## config.mk

```make
export PLATFORM = sky130hd
export DESIGN_NAME = hcf_controller
export DESIGN_NICKNAME = d
export VERILOG_FILES = /design/src/rtl/hcf_controller.sv
export SDC_FILE = /design/constraint.sdc
export NUM_CORES = 1
export LEC_CHECK = 0
export CAP_MARGIN = 20
export CORE_ASPECT_RATIO = 0.75
export CORE_MARGIN = 8
export CORE_UTILIZATION = 35
export CTS_CLUSTER_SIZE = 24
export DETAILED_ROUTE_END_ITERATION = 7
export HOLD_SLACK_MARGIN = 0.1
export PLACE_DENSITY = 0.69
export SLEW_MARGIN = 20
export SYNTH_ARGS = -nofsm -noshare
export SYNTH_HDL_FRONTEND = slang
export SYNTH_SLANG_ARGS = --single-unit
```

## constraint.sdc

```tcl
create_clock -name clk -period 1.7 [get_ports clk]
set_input_delay 0.51 -clock clk [delete_from_list [all_inputs] [get_ports clk]]
set_output_delay 0.51 -clock clk [all_outputs]
set_load 0.05 [all_outputs]
```

## src/rtl/hcf_controller.sv

```systemverilog
// hcf_controller: sequences the 16-bit HCF (GCD) datapath by repeated subtraction.
// Loads A then B from the upstream valid/ready source and steers the subtractor
// from the comparator flags until A==B. It reports done/err and the iteration count.
// Optional watchdog: define HCF_CTRL_WDOG_EN to abort after MAX_ITER subtractions.
//
// state  | meaning
// IDLE   | waiting for start, all controls low
// LOAD_A | accepting operand A from data_in
// LOAD_B | accepting operand B from data_in
// CALC   | one subtraction (or decision) per cycle from lt/gt/eq
// DONE   | one-cycle completion pulse
// ERR    | one-cycle completion pulse with err
module hcf_controller #(
  parameter int ITER_W   = 16,
  parameter int MAX_ITER = 65535
) (
  input  logic              clk,
  input  logic              rst_n,
  input  logic              start,
  input  logic              in_valid,
  output logic              in_ready,
  input  logic              lt,
  input  logic              gt,
  input  logic              eq,
  output logic              ldA,
  output logic              ldB,
  output logic              sel1,
  output logic              sel2,
  output logic              sel_in,
  output logic              busy,
  output logic              done,
  output logic              err,
  output logic [ITER_W-1:0] iter_count
);

  typedef enum logic [2:0] {
    IDLE   = 3'd0,
    LOAD_A = 3'd1,
    LOAD_B = 3'd2,
    CALC   = 3'd3,
    DONE   = 3'd4,
    ERR    = 3'd5
  } state_t;

`ifdef HCF_CTRL_WDOG_EN
  localparam logic WDOG_EN = 1'b1;
`else
  localparam logic WDOG_EN = 1'b0;
`endif
  // The subtraction performed while the count equals this limit is the last allowed.
  localparam logic [ITER_W-1:0] WDOG_LAST = ITER_W'(MAX_ITER - 1);

  state_t state, state_nxt;
  logic   iter_inc;
  logic   wdog_hit;

  assign wdog_hit = WDOG_EN && (iter_count == WDOG_LAST);

  // State register
  always_ff @(posedge clk or negedge rst_n) begin
    if (!rst_n) state <= IDLE;
    else        state <= state_nxt;
  end

  // Iteration counter: cleared on an accepted start, saturates at all-ones
  always_ff @(posedge clk or negedge rst_n) begin
    if (!rst_n) begin
      iter_count <= '0;
    end else if (state == IDLE && start) begin
      iter_count <= '0;
    end else if (iter_inc && iter_count != '1) begin
      iter_count <= iter_count + ITER_W'(1);
    end
  end

  // Next state plus Mealy datapath controls and Moore status outputs
  always_comb begin
    state_nxt = state;
    in_ready  = 1'b0;
    ldA       = 1'b0;
    ldB       = 1'b0;
    sel1      = 1'b0;
    sel2      = 1'b0;
    sel_in    = 1'b0;
    done      = 1'b0;
    err       = 1'b0;
    iter_inc  = 1'b0;
    busy      = (state != IDLE);
    case (state)
      IDLE: begin
        if (start) state_nxt = LOAD_A;
      end
      LOAD_A: begin
        in_ready = 1'b1;
        sel_in   = 1'b1;
        if (in_valid) begin
          ldA       = 1'b1;
          state_nxt = LOAD_B;
        end
      end
      LOAD_B: begin
        in_ready = 1'b1;
        sel_in   = 1'b1;
        if (in_valid) begin
          ldB       = 1'b1;
          state_nxt = CALC;
        end
      end
      CALC: begin
        case ({lt, gt, eq})
          3'b001: state_nxt = DONE;
          3'b010: begin
            // A <= A - B
            sel2     = 1'b1;
            ldA      = 1'b1;
            iter_inc = 1'b1;
            if (wdog_hit) state_nxt = ERR;
          end
          3'b100: begin
            // B <= B - A
            sel1     = 1'b1;
            ldB      = 1'b1;
            iter_inc = 1'b1;
            if (wdog_hit) state_nxt = ERR;
          end
          default: state_nxt = ERR;
        endcase
      end
      DONE: begin
        done      = 1'b1;
        state_nxt = IDLE;
      end
      ERR: begin
        done      = 1'b1;
        err       = 1'b1;
        state_nxt = IDLE;
      end
      default: state_nxt = IDLE;
    endcase
  end

endmodule

```

==> reports/results.ini <==
[outcome]
outcome = finished with violations
failed_checks = negative setup slack

[clock_network]
insertion_delay_ns = 0.26
clock-root-buffer = sky130_fd_sc_hd__clkbuf_8
cts-buffers-inserted = 3
cts_tree = yes
cts_num_sinks = 19
clockBufferDepth = 2
cts.clk_slew.worst_paths_ns = 0.07
cts-htree-levels = 1

[route]
firstDrtPassIters = 4
detailroute.via_count = 1498
routedWlPerCell_um = 19.0
detail-route-antenna-nets = 0
residual_drc = 0
detail_route.iter0.violations = 111
detail_route.vias_per_cell = 5.87
detail_route.wirelength_mm = 4.84

[timing]
timing.clock.skew_ns = 0.00418
timing.slew.headroom_pct = 78.2
rsz0062_at_grt = yes
final-setup-viol-count = 23
finalWorstPathRequiredPeriod_ns = 1.91
final_max_slew_viol_count = 0
hold_slack_ns = 0.593
timing.final.crit_share_pct = 112
final.setup.worst_slack_ns = -0.210
max_slew.worst_pin.slew_ns = 0.323
hold_viol_final = 0
max_clock_freq_mhz = 524

[placement]
io_buffer_count = 31
hpwlAfterDp_mm = 3.31
place_congestion = 0.864
post_dp_area_um2 = 2260

[global_route]
globalRouteMet2Util_pct = 29.0
grt-busiest-layer = met2
grt-ovfl-total = 0
track_usage_pct = 16.5
grtUsageMet1_pct = 18.6
groute.layer.met3.usage_pct = 5.40
initial_antenna_violation_count = 0
grt_pass1_wl_mm = 7.49
largest_net_degree_at_the_start_of_global_routing = 20
first_global_vias = 1483

[yosys]
ys_types = 41
yosysSeqAreaShare_pct = 37.7
yosys.area.top_type_share_pct = 37.7
synth-async-reset-ratio_pct = 100
synth_top_cells_by_area = sky130_fd_sc_hd__dfrtp_1 38%, sky130_fd_sc_hd__a221o_1 6.4%, sky130_fd_sc_hd__nor4_1 4.0%
synth.yosys.warnings = 0
postSynthNetCount = 140
synth_flop_type = sky130_fd_sc_hd__dfrtp_1
synth_cells = 132
synth_enable_flop_cells = 0
synth.largest_area_cell = sky130_fd_sc_hd__dfrtp_1
syn_area_cell_um2 = 9.55
synth.cell_area_um2 = 1260
yosys_register_bits = 19

[run]
cap_viol_max_count = 0

[power_and_ir_drop]
cellLeakagePower_nw = 1.06
total_power_mw = 2.99
power_density_nw_per_um2 = 1180
vdd_ir_drop_max_v = 0.00124

[floorplan]
io-pin-count = 32
die_area_um2 = 5800
core_box_area_um2 = 3570
initial_core_util_pct = 35.3
die_height_um = 68.0
horiz_die_dim_um = 85.3
rows = 19

[worst_setup_path]
setup.worst_path.start_class = primary input
arrival_ns = 1.40
cp_data_required_time_ns = 1.19
worstSetupPathType = in -> out
worst_r2r_endpoint = iter_count[4]
critical_path.endpoint_type = primary output
r2r-start = state[2]
ff2ff_path_depth = 6
register_to_register_setup_slack_ns = -0.16
critical_path_peak_fanout = 2

[cells_and_area]
layout-area-overhead-vs-synth_pct = 101
layout_cells_sized_above_1_pct = 63.8
finish.net_count = 222
finalInstanceArea_um2 = 2530
n_antenna_cell = 0
fillCellCount = 242

[hold_path]
timing.hold.worst.class = in -> async

## cells in the mapped netlist, types with 2 or more instances
| library cell | number |
|---|---|
| sky130_fd_sc_hd__a211oi_1 | 3 |
| sky130_fd_sc_hd__a21o_1 | 3 |
| sky130_fd_sc_hd__a21oi_1 | 3 |
| sky130_fd_sc_hd__a221o_1 | 8 |
| sky130_fd_sc_hd__a31o_2 | 2 |
| sky130_fd_sc_hd__and2_1 | 4 |
| sky130_fd_sc_hd__and3_1 | 3 |
| sky130_fd_sc_hd__buf_2 | 4 |
| sky130_fd_sc_hd__buf_4 | 2 |
| sky130_fd_sc_hd__buf_6 | 2 |
| sky130_fd_sc_hd__dfrtp_1 | 19 |
| sky130_fd_sc_hd__inv_1 | 4 |
| sky130_fd_sc_hd__mux2_2 | 3 |
| sky130_fd_sc_hd__nand2_1 | 7 |
| sky130_fd_sc_hd__nand2b_1 | 2 |
| sky130_fd_sc_hd__nand3_1 | 6 |
| sky130_fd_sc_hd__nand4_1 | 4 |
| sky130_fd_sc_hd__nor2_1 | 7 |
| sky130_fd_sc_hd__nor2b_1 | 3 |
| sky130_fd_sc_hd__nor3_1 | 5 |
| sky130_fd_sc_hd__nor4_1 | 8 |
| sky130_fd_sc_hd__o21ai_0 | 3 |
| sky130_fd_sc_hd__o31ai_1 | 4 |
| sky130_fd_sc_hd__or3_1 | 3 |
| sky130_fd_sc_hd__or4_1 | 2 |
| sky130_fd_sc_hd__or4_4 | 2 |
| sky130_fd_sc_hd__xnor2_1 | 2 |
## area by class of cell
class	count	area [um2]	area share, %
repair buffers	85	1000	39.6
clock buffers	4	45.0	1.78
inverters	4	15.0	0.592
multi-input cells	101	921	36.3
well taps	42	52.6	2.07
flip-flops and latches	19	497	19.6
## worst max-delay path: stages
cell and delay, ns:
sky130_fd_sc_hd__buf_2 0.11, sky130_fd_sc_hd__nand4bb_4 0.25, sky130_fd_sc_hd__buf_12 0.16, sky130_fd_sc_hd__nor2_4 0.12
sky130_fd_sc_hd__a31o_4 0.12, sky130_fd_sc_hd__buf_12 0.13
## stage by stage
stage	setup WS [ns]	cells	TNS (ns)	util, %
global route	-0.267	255	-4.50	71.1
CTS	-0.202	248	-1.71	67.9
detailed placement	-0.544	238	-10.89	63.3
floorplan	-0.216	132	-2.50	-
global placement	-0.493	238	-9.78	63.3
finish	-0.210	255	-3.05	71.1
## flip-flops by register name (all words and copies together), names as in the netlist
signal / count
state: 3
iter_count: 16
## layer usage
metal / wire, um / vias to the layer above / part of all wire (%)
li1: - / 680 / -
met1: 1930 / 753 / 40
met2: 2480 / 55 / 51
met3: 327 / 10 / 6.8
met4: 103 / 0 / 2.1
met5: 0 / - / 0
## placed cells by master (no fill, tap or decap), types with 3 or more instances in the layout
cell / n
sky130_fd_sc_hd__buf_6: 13
sky130_fd_sc_hd__dfrtp_2: 17
sky130_fd_sc_hd__buf_12: 25
sky130_fd_sc_hd__clkbuf_8: 3
sky130_fd_sc_hd__nand4_1: 4
sky130_fd_sc_hd__nor2_4: 3
sky130_fd_sc_hd__and3_1: 3
sky130_fd_sc_hd__nor3_1: 4
sky130_fd_sc_hd__nor4_1: 6
sky130_fd_sc_hd__inv_1: 4
sky130_fd_sc_hd__o31ai_1: 4
sky130_fd_sc_hd__a21o_1: 3
sky130_fd_sc_hd__buf_4: 40
sky130_fd_sc_hd__a221o_1: 8
sky130_fd_sc_hd__and2_1: 3
sky130_fd_sc_hd__nand3_1: 5
sky130_fd_sc_hd__or4_4: 3
sky130_fd_sc_hd__nand2_1: 7
## report_power, final
group          switching [mW]  leakage [nW]  internal, mW  total (mW)
registers              0.0859         0.231         0.520       0.606
clock network           0.155        0.0228         0.167       0.322
logic                    1.03         0.805          1.03        2.06
## worst max path at each step
| stage | startpoint | end | slack [ns] |
|---|---|---|---|
| 6_report | eq | ldB | -0.21 |
| 5_1_grt | state[2] | ldB | -0.27 |
| 3_5_place_dp | lt | state[1] | -0.54 |
| 3_3_place_gp | lt | state[1] | -0.49 |
| 2_1_floorplan | iter_count[4] | iter_count[9] | -0.22 |
| 4_1_cts | state[2] | ldB | -0.20 |
## cell families after synthesis
| group | share of synthesized area (%) |
|---|---|
| buffers and inverters | 5.76 |
| flip-flops | 37.7 |
| AND/OR/NAND/NOR | 31.2 |
| XOR/XNOR | 1.39 |
| adder cells (fa/ha/maj) | 0.993 |
| multiplexers | 3.48 |
| AO/OA/AOI/OAI | 19.5 |
## what timing repair did
| action | 4_1_cts | 5_1_grt |
|---|---|---|
| buffers inserted | 6 | 6 |
| resized for setup | 30 | 13 |
| setup endpoints to repair | 28 | 25 |
| gates cloned | 0 | 1 |
| hold endpoints to repair | 0 | 0 |
| pin swaps | 15 | 2 |
| hold buffers | 0 | 0 |
Note: power is estimated with default switching activity, not from simulation.
